File: src/rtl/fsm_state_monitor.sv
// ---------------------------------------------------------------------------
// fsm_state_monitor
//
// Passive observer of a one-hot IDLE/BUSY/WAIT job-control state machine.
// The monitor samples the observed state every clock and keeps these results:
//   - per-state occupancy counts
//   - the number of completed jobs and the length of the last job
//   - sticky flags for illegal encodings/transitions and for BUSY overruns
// It never drives anything back toward the observed FSM.
//
// Ports
//   i_clk          : clock
//   i_rst          : synchronous active-high reset; has priority over i_clear
//   i_state[2:0]   : observed state, IDLE=001, BUSY=010, WAIT=100
//   i_clear        : synchronous clear of statistics and sticky flags
//   o_idle_cycles  : number of IDLE samples (saturating)
//   o_busy_cycles  : number of BUSY samples (saturating)
//   o_wait_cycles  : number of WAIT samples (saturating)
//   o_job_count    : number of completed jobs, i.e. BUSY->IDLE (saturating)
//   o_last_job_len : BUSY+WAIT samples in the most recently completed job
//   o_illegal      : sticky flag, set on an illegal encoding or transition
//   o_timeout      : sticky flag, set when BUSY is held for TIMEOUT samples
//
// All outputs are registered. A sample taken on cycle N is visible from
// cycle N+1.
// ---------------------------------------------------------------------------
module fsm_state_monitor #(
   parameter int CNT_WIDTH = 16,
   parameter int TIMEOUT   = 1024
) (
   input  logic                 i_clk,
   input  logic                 i_rst,
   input  logic [2:0]           i_state,
   input  logic                 i_clear,
   output logic [CNT_WIDTH-1:0] o_idle_cycles,
   output logic [CNT_WIDTH-1:0] o_busy_cycles,
   output logic [CNT_WIDTH-1:0] o_wait_cycles,
   output logic [CNT_WIDTH-1:0] o_job_count,
   output logic [CNT_WIDTH-1:0] o_last_job_len,
   output logic                 o_illegal,
   output logic                 o_timeout
);

   typedef enum logic [2:0] {
      ST_IDLE = 3'b001,
      ST_BUSY = 3'b010,
      ST_WAIT = 3'b100
   } state_t;

   localparam logic [CNT_WIDTH-1:0] CNT_ZERO  = '0;
   localparam logic [CNT_WIDTH-1:0] CNT_ONE   = CNT_WIDTH'(1);
   localparam logic [CNT_WIDTH-1:0] TIMEOUT_C = CNT_WIDTH'(TIMEOUT);

   // Saturating increment: once a counter reaches all-ones it holds there
   // instead of wrapping back to zero.
   function automatic logic [CNT_WIDTH-1:0] sat_inc(input logic [CNT_WIDTH-1:0] v);
      sat_inc = (&v) ? v : v + CNT_ONE;
   endfunction

   // Returns 1 when exactly one of the three state bits is set.
   function automatic logic is_onehot3(input logic [2:0] s);
      case (s)
         3'b001, 3'b010, 3'b100: is_onehot3 = 1'b1;
         default:                is_onehot3 = 1'b0;
      endcase
   endfunction

   state_t                prev_q,    prev_d;
   logic [CNT_WIDTH-1:0]  idle_q,    idle_d;
   logic [CNT_WIDTH-1:0]  busy_q,    busy_d;
   logic [CNT_WIDTH-1:0]  wait_q,    wait_d;
   logic [CNT_WIDTH-1:0]  job_q,     job_d;
   logic [CNT_WIDTH-1:0]  last_q,    last_d;
   logic [CNT_WIDTH-1:0]  acc_q,     acc_d;
   logic [CNT_WIDTH-1:0]  run_q,     run_d;
   logic                  illegal_q, illegal_d;
   logic                  timeout_q, timeout_d;

   logic                  legal_enc;
   logic                  bad_trans;
   logic [CNT_WIDTH-1:0]  run_inc;

   always_comb begin
      prev_d    = prev_q;
      idle_d    = idle_q;
      busy_d    = busy_q;
      wait_d    = wait_q;
      job_d     = job_q;
      last_d    = last_q;
      acc_d     = acc_q;
      run_d     = run_q;
      illegal_d = illegal_q;
      timeout_d = timeout_q;

      legal_enc = is_onehot3(i_state);
      // Only two transitions are illegal. IDLE->WAIT and WAIT->IDLE skip
      // BUSY.
      bad_trans = ((prev_q == ST_IDLE) && (i_state == ST_WAIT)) ||
                  ((prev_q == ST_WAIT) && (i_state == ST_IDLE));
      // The BUSY run counter stops at TIMEOUT, so it never has to
      // saturate at all-ones on its own.
      run_inc   = (run_q >= TIMEOUT_C) ? TIMEOUT_C : run_q + CNT_ONE;

      if (i_clear) begin
         // Clear wins over every increment and flag set for this sample.
         // The previous-state register still follows a legal sample, so the
         // next transition check stays meaningful.
         idle_d    = CNT_ZERO;
         busy_d    = CNT_ZERO;
         wait_d    = CNT_ZERO;
         job_d     = CNT_ZERO;
         last_d    = CNT_ZERO;
         acc_d     = CNT_ZERO;
         run_d     = CNT_ZERO;
         illegal_d = 1'b0;
         timeout_d = 1'b0;
         if (legal_enc) begin
            prev_d = state_t'(i_state);
         end
      end else if (!legal_enc) begin
         // A corrupt encoding is flagged and otherwise ignored. All counters
         // and prev_q keep their values.
         illegal_d = 1'b1;
      end else begin
         prev_d = state_t'(i_state);
         if (bad_trans) begin
            illegal_d = 1'b1;
         end
         case (i_state)
            3'b001: begin
               idle_d = sat_inc(idle_q);
               run_d  = CNT_ZERO;
               // Only BUSY->IDLE completes a job. A WAIT->IDLE sample
               // abandons the job in progress.
               acc_d  = CNT_ZERO;
               if (prev_q == ST_BUSY) begin
                  last_d = acc_q;
                  job_d  = sat_inc(job_q);
               end
            end
            3'b010: begin
               busy_d = sat_inc(busy_q);
               acc_d  = sat_inc(acc_q);
               run_d  = run_inc;
               if (run_inc == TIMEOUT_C) begin
                  timeout_d = 1'b1;
               end
            end
            3'b100: begin
               wait_d = sat_inc(wait_q);
               acc_d  = sat_inc(acc_q);
               run_d  = CNT_ZERO;
            end
            default: begin
            end
         endcase
      end
   end

   always_ff @(posedge i_clk) begin
      if (i_rst) begin
         prev_q    <= ST_IDLE;
         idle_q    <= CNT_ZERO;
         busy_q    <= CNT_ZERO;
         wait_q    <= CNT_ZERO;
         job_q     <= CNT_ZERO;
         last_q    <= CNT_ZERO;
         acc_q     <= CNT_ZERO;
         run_q     <= CNT_ZERO;
         illegal_q <= 1'b0;
         timeout_q <= 1'b0;
      end else begin
         prev_q    <= prev_d;
         idle_q    <= idle_d;
         busy_q    <= busy_d;
         wait_q    <= wait_d;
         job_q     <= job_d;
         last_q    <= last_d;
         acc_q     <= acc_d;
         run_q     <= run_d;
         illegal_q <= illegal_d;
         timeout_q <= timeout_d;
      end
   end

   assign o_idle_cycles  = idle_q;
   assign o_busy_cycles  = busy_q;
   assign o_wait_cycles  = wait_q;
   assign o_job_count    = job_q;
   assign o_last_job_len = last_q;
   assign o_illegal      = illegal_q;
   assign o_timeout      = timeout_q;

endmodule
File: config.mk
export PLATFORM = sky130hd
export DESIGN_NAME = fsm_state_monitor
export DESIGN_NICKNAME = d
export VERILOG_FILES = /design/src/rtl/fsm_state_monitor.sv
export SDC_FILE = /design/constraint.sdc
export NUM_CORES = 1
export LEC_CHECK = 0
export ABC_AREA = 0
export BUFFER_PORTS_ARGS = -buffer_cell sky130_fd_sc_hd__buf_4
export CAP_MARGIN = 10
export CORE_MARGIN = 3
export CORE_UTILIZATION = 39
export CTS_BUF_LIST = sky130_fd_sc_hd__clkbuf_4
export DETAILED_ROUTE_END_ITERATION = 8
export GPL_ROUTABILITY_DRIVEN = 0
export GPL_TIMING_DRIVEN = 0
export SLEW_MARGIN = 0
export SYNTH_ARGS = -nofsm -noshare
export SYNTH_HDL_FRONTEND = slang
export SYNTH_SLANG_ARGS = --single-unit
export TNS_END_PERCENT = 100
File: constraint.sdc
create_clock -name i_clk -period 4.8 [get_ports i_clk]
set_input_delay 0.72 -clock i_clk [delete_from_list [all_inputs] [get_ports i_clk]]
set_output_delay 0.72 -clock i_clk [all_outputs]
set_load 0.03 [all_outputs]
== After elaboration in Yosys (flattened, before gate mapping) ==
Cells that the tools add are included.
Word-level totals
  output and inout bits: 82
  input bits: 6
  bits in registers: 117
Operators by class
  equality and inequality tests: 9
  add/sub/neg operators: 6
  multiplexer cells: 7
  $lt $le $gt $ge: 1
  bitwise logic cells: 4
  reductions and logical operators: 22
Operator list (count)
  adder 16 x 1 -> 16 bit (second input constant): 6
  AND reduction 16 bit: 5
  case mux 16 bit (2 select lines): 2
  2-to-1 mux 16 bit: 2
  AND reduction 3 bit: 6
  equality test 16 x 11 -> 1 bit (second input constant): 1
  >= comparator 16 x 11 -> 1 bit (second input constant): 1
  equality test 3 x 1 -> 1 bit (second input constant): 2
  equality test 3 x 2 -> 1 bit (second input constant): 2
  equality test 3 bit (second input constant): 2
  OR reduction 2 bit: 3
  inverter 1 bit: 4
  AND reduction 4 bit: 1
  nonzero test 2 bit: 2
  2-to-1 mux 1 bit: 3
  OR reduction 3 bit: 1
  logical AND 1 bit: 2
  inequality test 2 x 1 -> 1 bit (second input constant): 1
  inequality test 2 bit (second input constant): 1
  AND reduction 2 bit: 1
  logical OR 1 bit: 1

== Depth between registers and ports, before layout ==
  word-level depth: 5
  mapped depth: 7
  gate-level depth less buffers: 6

== Worst setup path before layout ==
Ideal clock, no wire load.
  kind: input to register
  from: input i_state[2]
  to: register busy_q[7] (netlist: o_busy_cycles[7])
  library setup time: 0.070 ns
  data arrival time: 2.129 ns
  buffers on the path: 2
  stages on the path: 6
  slack: 2.601 ns
  cells stage by stage: buf_6 -> or3b_1 -> clkbuf_2 -> or3_1 -> or3_1 -> a21oi_1
On the way
  cells in the longest elaborated chain, start to end: 4
  elaborated cells on any way between the ends: 6
  those cells by class: eq/ne: 3; mux: 1; reduce/logical: 2
Ends and longest elaborated chain
  from (decl): RTL line 33  | input logic [2:0] i_state,
  equality test 3 bit, or another cell as far along: RTL line 62  | case (s)
  OR reduction 3 bit: RTL line 62
  2-to-1 mux 1 bit: RTL line 62
  AND reduction 3 bit (no source line) *
  to (signal assigned): RTL line 175  | busy_q <= busy_d;
  to (decl): RTL line 70  | logic [CNT_WIDTH-1:0] busy_q, busy_d;
Mark *: on every way between the ends. The rest lies on a longest branch, timed or not.
A chain may end at the register's enable or synchronous reset.

== Worst setup path after layout ==
  from: register idle_q[0] (netlist: o_idle_cycles[0])
  to: register idle_q[2] (netlist: o_idle_cycles[2])
On the way
  cells in the longest elaborated chain, start to end: 3
  elaborated cells on any way between the ends: 4
  those cells by class: add/sub: 1; bitwise: 1; reduce/logical: 2
Ends and longest elaborated chain
  from (decl): RTL line 69  | logic [CNT_WIDTH-1:0] idle_q, idle_d;
  from (signal assigned): RTL line 174  | idle_q <= idle_d;
  parallel branches: the longest is 3 deep, another holds adder 16 x 1 -> 16 bit
Several ways; the timed one is not identified.

==> metrics.cfg <==
[die]
num_rows=44
die_h_microns=130
die-width_microns=130
fp.dieArea_sq_um=16800
core-area_sq_um=14800
io-pin-count=88
initial_core_util=0.405

[final_layout]
regArea_sq_um=2340
layout-drive-gt1-share=0.170
fillers=1481
final_cell_mix=dfxtp_1, nand2_1, buf_4
utilization=0.484
multi_input_area_sq_um=3390
nets=843
synthToLayoutAreaGrowth_pct=19.6
fin_cells=1027
final_common_cell=dfxtp_1
n_antenna_cell=0

[sta]
hold_viol_final=0
fin_ws_ns=2.51
setup_violations=0
timing.fmax_mhz=437
totalNegativeSetupSlack_ns=0
finalMaxSlewViolations=0
period_needed_ns=2.29
fin_crit_sh=0.476
rsz0062_at_grt=no
slew_headroom=0.473
finClkSkew_ns=0.0158
hold_slack_ns=0.461
max_slew.worst_pin.slew_ns=0.791

[logic_synthesis]
avgSynthCellArea_sq_um=8.25
synth-seq-cells=117
synthFlopType=dfxtp_1
synth_edf_count=0
synth_nets=737
ys_warn_count=0
netlist_area_sq_um=5970
ys_types=61
synth_cells=724
synthArstFlopShare=0
seq_area_frac_synth=0.392

[placement]
io_buffers=86
dpl_worst_slack_ns=2.00
hpwl_microns=12200
dp.cells=994

[grt]
met1_usage=0.291
use_met2=0.309
grt_pass1_wl_microns=28100
antenna_found_initial=0
grt_pass1_vias=5595
overflow=0
track_usage=0.206
grt_busiest_layer=met2
grt_max_degree=17
globalRouteMet3Util=0.0520

[pwr]
p_sw_frac=0.258
p_leak_nw=2.31
p_switching_mw=0.471
cell_internal_pwr_mw=1.35
clkPwrFrac=0.415
combinationalPowerShare=0.049
p_per_area_nw_per_um2=255
seqPwrFrac=0.536
ir_worst_vdd_v=0.000140

[setup_path]
cp_max_fo=9
start_kind=flip-flop
r2r_cells=6
cp_data_required_time_ns=5.25
critPathCaptureType=flip-flop
crit_arrival_ns=2.74
critical_path_class=reg2reg

[route]
wire_per_inst_microns=16.6
wirelength_microns=17000
drc=0
dr.pass1.iters=6
vias=6133
dr.first_iter.drc_count=456
viasPerCell=5.97
ant_nets=0

[clock_tree]
clk_pin_slew_ns=0.10
post_cts_resize_count=0
cts_sinks=117
clock_path_buffers=2
cts_buffers=17
clk_latency_ns=0.55
cts_setup_buffers=0
cts_hold_buf=0
cts_tree=done
ctsHtreeMaxLevel=4
root_buffer=clkbuf_4

[min_path]
hp-class=reg2reg
hold_depth=2

[job]
drv_cap=0

[run_status]
outcome=finished clean

[kinds of logic (layout without fill, tap and decap cells)]
logic type               count (synthesis)  count (layout)  share of synthesized area
XOR/XNOR                                 5               5                    0.00733
buffers and inverters                   59             178                     0.0404
AND/OR/NAND/NOR                        333             333                      0.316
adder cells (fa/ha/maj)                  7               7                     0.0147
AO/OA/AOI/OAI                          184             184                      0.197
flip-flops                             117             117                      0.392
multiplexers                            19              19                     0.0318
[Yosys cell counts (19+ instances only)]
| library cell | n | area share |
|---|---|---|
| nand2_1 | 94 | 0.059 |
| clkbuf_1 | 34 | 0.021 |
| nand3_1 | 40 | 0.034 |
| a21oi_1 | 72 | 0.060 |
| mux2i_1 | 19 | 0.032 |
| dfxtp_1 | 117 | 0.39 |
| o31ai_1 | 23 | 0.029 |
| nand4_1 | 31 | 0.032 |
| or3_1 | 32 | 0.034 |
| o21ai_0 | 24 | 0.020 |
| or4_1 | 28 | 0.035 |
| nor2_1 | 20 | 0.013 |
[routing by layer]
layer	vias up	wire, microns
met4	0	230
li1	3000	-
met5	-	0
met3	25	1120
met1	2886	8060
met2	222	7600
[critical path, cell delays in order (launching register included)]
cell and delay [ns]:
dfxtp_1 0.48, ha_1 0.19, clkbuf_1 0.31, nand3_1 0.18, nor4b_2 0.61, nor2_1 0.15, a311oi_1 0.29
[state kept, by name (all words and copies together), names as in the netlist]
signal          count
o_idle_cycles      16
o_wait_cycles      16
o_illegal           1
o_job_count        16
o_last_job_len     16
prev_q              3
run_q              16
acc_q              16
o_timeout           1
o_busy_cycles      16
[layout make-up]
type | instances | share of cell area
plain buffers | 44 | 0.0259
clock buffers | 17 | 0.0179
clock inverters | 15 | 0.0229
inverters | 15 | 0.00788
multi-input cells | 548 | 0.474
flip-flops and latches | 117 | 0.328
well taps | 184 | 0.0322
repair buffers | 87 | 0.0911
[power by group through the flow]
stage / registers (mW) / logic [mW] / clock network (mW)
floorplan: 1.00 / 0.0530 / 0
global placement: 0.999 / 0.0866 / 0
detailed placement: 1.00 / 0.0883 / 0
CTS: 0.978 / 0.0887 / 0.773
global route: 0.979 / 0.0970 / 0.815
finish: 0.978 / 0.0885 / 0.757
[final timing paths]
kind,startpoint,end,slack (ns)
worst max register to register,o_idle_cycles[0]$_SDFFE_PP0P_,o_idle_cycles[2]$_SDFFE_PP0P_,2.51
worst min-delay path,o_last_job_len[10]$_SDFFE_PP0P_,o_last_job_len[10]$_SDFFE_PP0P_,0.46
worst max-delay path,o_idle_cycles[0]$_SDFFE_PP0P_,o_idle_cycles[2]$_SDFFE_PP0P_,2.51
worst min register to register,o_last_job_len[10]$_SDFFE_PP0P_,o_last_job_len[10]$_SDFFE_PP0P_,0.46
[metrics by stage]
stage               total power [mW]  area (sq um)
floorplan                       1.05          5970
global placement                1.09          6850
detailed placement              1.09          6850
CTS                             1.84          7140
global route                    1.89          7140
finish                          1.82          7140
No activity file was read; power rests on OpenSTA's default activity.
